<file path="config.mk">
export PLATFORM = sky130hd
export DESIGN_NAME = apb_master_bridge
export DESIGN_NICKNAME = d
export VERILOG_FILES = /design/src/rtl/apb_master_bridge.sv
export SDC_FILE = /design/constraint.sdc
export NUM_CORES = 1
export LEC_CHECK = 0
export BUFFER_PORTS_ARGS = -buffer_cell sky130_fd_sc_hd__buf_2
export CAP_MARGIN = 0
export CORE_MARGIN = 1.5
export CORE_UTILIZATION = 25
export CTS_CLUSTER_DIAMETER = 60
export DETAILED_ROUTE_END_ITERATION = 10
export GPL_TIMING_DRIVEN = 0
export PLACE_DENSITY = 0.55
export SYNTH_ARGS = -nofsm -noshare
export SYNTH_HDL_FRONTEND = slang
export SYNTH_SLANG_ARGS = --single-unit
export TNS_END_PERCENT = 10
</file>
<file path="constraint.sdc">
create_clock -name PCLK -period 4.8 [get_ports PCLK]
set_input_delay 0.24 -clock PCLK [delete_from_list [all_inputs] [get_ports PCLK]]
set_output_delay 0.24 -clock PCLK [all_outputs]
set_load 0.01 [all_outputs]
</file>
<file path="src/rtl/apb_master_bridge.sv">
// rtl/apb_master_bridge.sv - APB initiator bridging single CPU requests to decoded APB slaves
module apb_master_bridge #(
    parameter int          NUM_SLAVES = 4,
    parameter logic [31:0] BASE_ADDR  = 32'h1000_0000,
    parameter int          TIMEOUT    = 16
) (
    input  logic                     PCLK,
    input  logic                     PRESET,
    input  logic                     transfer,
    input  logic                     write,
    input  logic [31:0]              addr,
    input  logic [31:0]              wdata,
    output logic [31:0]              rdata,
    output logic                     ready,
    output logic                     err,
    output logic [31:0]              PADDR,
    output logic [31:0]              PWDATA,
    output logic                     PWRITE,
    output logic                     PENABLE,
    output logic [NUM_SLAVES-1:0]    PSEL,
    input  logic [32*NUM_SLAVES-1:0] PRDATA,
    input  logic [NUM_SLAVES-1:0]    PREADY
);

    // Counter only needs to reach TIMEOUT-1; a 1-bit counter covers the disabled/degenerate cases.
    localparam int              CNT_W    = (TIMEOUT > 1) ? $clog2(TIMEOUT) : 1;
    localparam logic [CNT_W-1:0] CNT_LAST = CNT_W'(TIMEOUT - 1);

    typedef enum logic [1:0] {
        ST_IDLE   = 2'd0,
        ST_SETUP  = 2'd1,
        ST_ACCESS = 2'd2,
        ST_RESP   = 2'd3
    } state_t;

    state_t                  state_q, state_d;
    logic [31:0]             paddr_q, paddr_d;
    logic [31:0]             pwdata_q, pwdata_d;
    logic                    pwrite_q, pwrite_d;
    logic                    penable_q, penable_d;
    logic [NUM_SLAVES-1:0]   psel_q, psel_d;
    logic [31:0]             rdata_q, rdata_d;
    logic                    ready_q, ready_d;
    logic                    err_q, err_d;
    logic [3:0]              idx_q, idx_d;
    logic [CNT_W-1:0]        cnt_q, cnt_d;

    logic                    addr_hit;
    logic [31:0]             prdata_sel;
    logic                    pready_sel;

    // Decode the incoming request: upper half must match the window, slot must exist.
    always_comb begin
        addr_hit = (addr[31:16] == BASE_ADDR[31:16]) && (int'(addr[15:12]) < NUM_SLAVES);
    end

    // Pick out only the selected slave's response; all other slaves are ignored.
    always_comb begin
        prdata_sel = 32'd0;
        pready_sel = 1'b0;
        for (int i = 0; i < NUM_SLAVES; i++) begin
            if (idx_q == 4'(i)) begin
                prdata_sel = PRDATA[32*i +: 32];
                pready_sel = PREADY[i];
            end
        end
    end

    // Next-state and registered APB/CPU outputs, updated on entry to each state.
    always_comb begin
        state_d   = state_q;
        paddr_d   = paddr_q;
        pwdata_d  = pwdata_q;
        pwrite_d  = pwrite_q;
        penable_d = penable_q;
        psel_d    = psel_q;
        rdata_d   = rdata_q;
        ready_d   = ready_q;
        err_d     = err_q;
        idx_d     = idx_q;
        cnt_d     = cnt_q;
        case (state_q)
            ST_IDLE: begin
                psel_d    = '0;
                penable_d = 1'b0;
                ready_d   = 1'b0;
                err_d     = 1'b0;
                rdata_d   = 32'd0;
                if (transfer) begin
                    if (addr_hit) begin
                        paddr_d  = addr;
                        pwdata_d = wdata;
                        pwrite_d = write;
                        idx_d    = addr[15:12];
                        cnt_d    = '0;
                        psel_d   = NUM_SLAVES'(1) << addr[15:12];
                        state_d  = ST_SETUP;
                    end else begin
                        ready_d = 1'b1;
                        err_d   = 1'b1;
                        state_d = ST_RESP;
                    end
                end
            end
            ST_SETUP: begin
                penable_d = 1'b1;
                state_d   = ST_ACCESS;
            end
            ST_ACCESS: begin
                if (pready_sel) begin
                    rdata_d   = pwrite_q ? 32'd0 : prdata_sel;
                    err_d     = 1'b0;
                    ready_d   = 1'b1;
                    psel_d    = '0;
                    penable_d = 1'b0;
                    state_d   = ST_RESP;
                end else if ((TIMEOUT != 0) && (cnt_q == CNT_LAST)) begin
                    rdata_d   = 32'd0;
                    err_d     = 1'b1;
                    ready_d   = 1'b1;
                    psel_d    = '0;
                    penable_d = 1'b0;
                    state_d   = ST_RESP;
                end else begin
                    cnt_d = cnt_q + 1'b1;
                end
            end
            ST_RESP: begin
                ready_d = 1'b0;
                err_d   = 1'b0;
                rdata_d = 32'd0;
                state_d = ST_IDLE;
            end
            default: begin
                state_d = ST_IDLE;
            end
        endcase
    end

    // State and output registers with synchronous active-low reset.
    always_ff @(posedge PCLK) begin
        if (!PRESET) begin
            state_q   <= ST_IDLE;
            paddr_q   <= 32'd0;
            pwdata_q  <= 32'd0;
            pwrite_q  <= 1'b0;
            penable_q <= 1'b0;
            psel_q    <= '0;
            rdata_q   <= 32'd0;
            ready_q   <= 1'b0;
            err_q     <= 1'b0;
            idx_q     <= 4'd0;
            cnt_q     <= '0;
        end else begin
            state_q   <= state_d;
            paddr_q   <= paddr_d;
            pwdata_q  <= pwdata_d;
            pwrite_q  <= pwrite_d;
            penable_q <= penable_d;
            psel_q    <= psel_d;
            rdata_q   <= rdata_d;
            ready_q   <= ready_d;
            err_q     <= err_d;
            idx_q     <= idx_d;
            cnt_q     <= cnt_d;
        end
    end

    assign PADDR   = paddr_q;
    assign PWDATA  = pwdata_q;
    assign PWRITE  = pwrite_q;
    assign PENABLE = penable_q;
    assign PSEL    = psel_q;
    assign rdata   = rdata_q;
    assign ready   = ready_q;
    assign err     = err_q;

endmodule
</file>
# --- After elaboration in Yosys (flattened, before gate mapping) ---
# Index checks and enable logic that the tools add are counted.
totals:
  register_bits: 114
  inputBits: 200
classes:
  addsub: 1
  magnitude_cmp: 1
  eq_ne: 13
  shifts: 1
  muxes: 37
  reduce_logical: 15
ops:
  columns: ["operator", "n"]
  rows:
  - ["$mux W32", 7]
  - ["$pmux W32 S2", 1]
  - ["$mux W4", 8]
  - ["$eq A16 B13 Y1 const B", 1]
  - ["$pmux W4 S2", 2]
  - ["$mux W1", 11]
  - ["$reduce_and A2 Y1", 5]
  - ["$pmux W1 S3", 3]
  - ["$eq A4 B2 Y1 const B", 2]
  - ["$mux W2", 4]
  - ["$ne A2 B2 Y1 const B", 4]
  - ["$pmux W2 S4", 1]
  - ["$reduce_bool A3 Y1", 2]
  - ["$reduce_and A5 Y1", 1]
  - ["$add A4 B1 Y4 const B", 1]
  - ["$eq A2 B2 Y1 const B", 2]
  - ["$eq A4 B1 Y1 const B", 1]
  - ["$eq A4 B4 Y1 const B", 1]
  - ["$logic_not A4 Y1", 1]
  - ["$lt A4 B3 Y1 const B", 1]
  - ["$reduce_bool A2 Y1", 2]
  - ["$shl A1 B4 Y4 const A", 1]
  - ["$ne A3 B3 Y1 const B", 1]
  - ["$reduce_and A3 Y1", 1]
  - ["4 further kinds", 4]

# --- Depth between registers and ports, before layout ---
depth:
  word_depth: 8
  mapped_depth: 8
  depth_no_buf: 6

# --- Worst setup path after synthesis ---
# Ideal clock, no wire load.
synth_timing:
  path_kind: "flip-flop to flip-flop"
  start: "register PADDR[13] (netlist name)"
  end: "register rdata_q[30] (netlist: rdata[30])"
  setup_time_ns: 0.125
  arrival_ns: 1.828
  required_time_ns: 4.675
  path_slack_ns: 2.847
  path_stages_with_launch: 9
  path_buffers: 3
  synth_period_minus_slack_ns: 1.953
  cell_sequence: "dfxtp_1 > or3_1 > buf_2 > o221a_4 > mux2_2 > buf_6 > buf_6 > nand3_1 > o21ai_1"
synth_lines:
  columns: ["item", "line", "text"]
  rows:
  - ["to (signal assigned)", "161", "rdata_q <= rdata_d;"]
  - ["to (decl)", "42", "logic [31:0] rdata_q, rdata_d;"]

==> run summary <==
status - complete, no violations
Initial DRC Count - 160
clk_skew - 0.0129 ns
commonest cells in the netlist - dfxtp_1, nand2_1, a21oi_1, mux2_2, clkbuf_1
IO buf count - 303
Area contributors post-synth - dfxtp_1, mux2_2, nand2_1
Routed WL - 20,600 um
final-stage net count - 1,100
Clk Latency, worst-skew pair - 0.36 ns
final setup vio count - 0
worst slack, placed - 2.24 ns
Avg Cell Area, Syn - 8.78 um2
total die area - 21,300 um2
VDD IR-drop max - 0.000217 V
switching power - 0.920 mW
final hold slack - 0.111 ns
dpl cells - 1,154
Leak - 3.25 nW
sequential share of power - 0.388
FILL cells - 2,142
Worst-path clk slew - 0.08 ns
Max Slew Vio Count - 0
worst hold path class - in2reg
WP data arrival - 2.82 ns
ys async rst share - 0
TritonCTS buffer count - 9
Die H - 146 um
Post-synth EDFFs - 0
clock sinks - 110
via count - 5,443
gr ovfl total - 0
drt wl/cell - 17.5 um
Pint - 1.74 mW
Setup CP Type - reg2reg
first-pass GRT wire length - 31,000 um
Comb pwr share - 0.309
post-cts gate resize count - 0
fin worst setup slack - 2.27 ns
total power - 2.66 mW
post-route ant nets - 0
Layout Utilization - 0.362
Sw Share - 0.346
Core ar. - 20,100 um2
Initial Util - 0.254
Die X - 146 um
I/O pins - 304
Slew @ Worst Pin - 0.727 ns
initial antenna violation count - 5
synth warn - 0
first drt pass iteration count - 5
gr usage total - 0.191
routability cong. - 0.856
Setup crit start kind - flip-flop
cells after synthesis - 581
Area Growth Syn to Fin - 42.7%
sequential fraction of the synthesis area - 0.431
H-tree Lvls - 3
largest net degree at the start of global routing - 20
crit share post-route - 0.526
# rows - 52
share of cells above drive strength 1 - 0.439
#FFs+latches synth - 110
clock power share - 0.303
Final Cell Area - 7280 um2
Post-DP Area - 6960 um2
deepest clock path buffer count - 2
Post-Syn Area - 5100 um2
fin cells - 1,173
DR DRC count - 0
Slew headroom - 0.515
CTS tree - built
top-count cell post-synth - dfxtp_1
post-synth top area share - 0.431
Register-to-Register Setup Slack - 2.27 ns
Fin Setup TNS - 0 ns
Fin. Hold Viols - 0
Final HPWL DP - 16,500 um
Top FF cell, synth - dfxtp_1
Synth cell types - 47
Critical Path Sink Type - flip-flop
PD cells - 365 nW/um2
Syn Nets - 786
root buffer cell - clkbuf_16
vias in the first global route - 5,438
postcts setup bufs - 0
area leader, netlist - dfxtp_1
RSZ-0062 raised after global routing - false
Worst EP required - 5.09 ns
Max-Cap Viols - 0
peak fanout along the critical path - 10
Fmax achieved - 396 MHz
vias per cell - 4.64
Post-CTS Hold Buffers - 0
Tmin final - 2.53 ns
==> placed cells by master, fill, tap and decap left out, types with 2 or more instances in the layout <==
cell type  instances
clkbuf_1          35
o21ai_2           10
mux2i_1           15
diode_2            3
nor3_1             3
a32o_1             3
o21ai_1           22
nor2_1            22
dfxtp_1          110
and3_1            19
o311ai_0          12
o22ai_1           14
mux2_2            39
ha_1               5
o221ai_1          20
nand2_1          100
nor4_1             6
a21oi_1           55
nand3_1           28
inv_1              6
nand3_2            8
buf_6              7
buf_2            312
o21ai_0            3
inv_6              3
or3_1              4
clkbuf_16          9
nand2b_1           3
a22o_1             2
==> state kept, by name, summed over array words and instances, names as in the netlist, 2 cells and up <==
| register | flops |
|---|---|
| state_q | 2 |
| cnt_q | 4 |
| PADDR | 32 |
| PWDATA | 32 |
| PSEL | 4 |
| rdata | 32 |
==> cell families after synthesis <==
logic type,share of synthesized area
flip-flops,0.431
adder cells (fa/ha/maj),0.0123
buffers and inverters,0.0559
AND/OR/NAND/NOR,0.186
AO/OA/AOI/OAI,0.199
multiplexers,0.115
==> critical path, stage by stage (launching register included) <==
cell and delay, ns:
dfxtp_1 0.50, or3b_1 0.49, o22a_1 0.26, nor3_2 0.44, buf_2 0.31, o311ai_0 0.25, o21ai_1 0.19
==> final cells by class <==
cell class                 count  area, um2  share of cell area
buffer                        52        259              0.0356
timing repair buffer         303       1520               0.208
inverter                       7       26.3             0.00361
tap                          270        338              0.0464
sequential                   110       2200               0.302
antenna                        3       7.51             0.00103
clock buffer                  10        239              0.0328
multi-input combinational    412       2620               0.359
clock inverter                 6       77.6              0.0107
==> worst paths after layout <==
| path | from | end | cells past startpoint |
|---|---|---|---|
| hold / removal | wdata[21] | PWDATA[21]$_SDFFE_PN0P_ | 3 |
| setup / recovery | PADDR[13]$_SDFFE_PN0P_ | rdata[14]$_SDFFE_PN0P_ | 6 |
| hold reg to reg | PADDR[8]$_SDFFE_PN0P_ | PADDR[8]$_SDFFE_PN0P_ | 2 |
| setup reg to reg | PADDR[13]$_SDFFE_PN0P_ | rdata[14]$_SDFFE_PN0P_ | 6 |
==> routing by layer <==
layer	global-route usage	vias to the layer above	routed length, um
met3	0.0674	29	1890
met4	0.0724	2	480
met5	0	-	10
met2	0.333	241	10000
li1	-	2732	-
met1	0.213	2439	8180
==> power by group through the flow <==
stage / sequential, mW / combinational [mW] / clock, mW
final: 1.03 / 0.820 / 0.806
after floorplan: 1.07 / 0.488 / 0
after global routing: 1.04 / 0.897 / 0.871
after global placement: 1.05 / 0.830 / 0
after detailed placement: 1.05 / 0.826 / 0
after CTS: 1.03 / 0.830 / 0.839
Note: power is estimated with default switching activity, not from simulation.
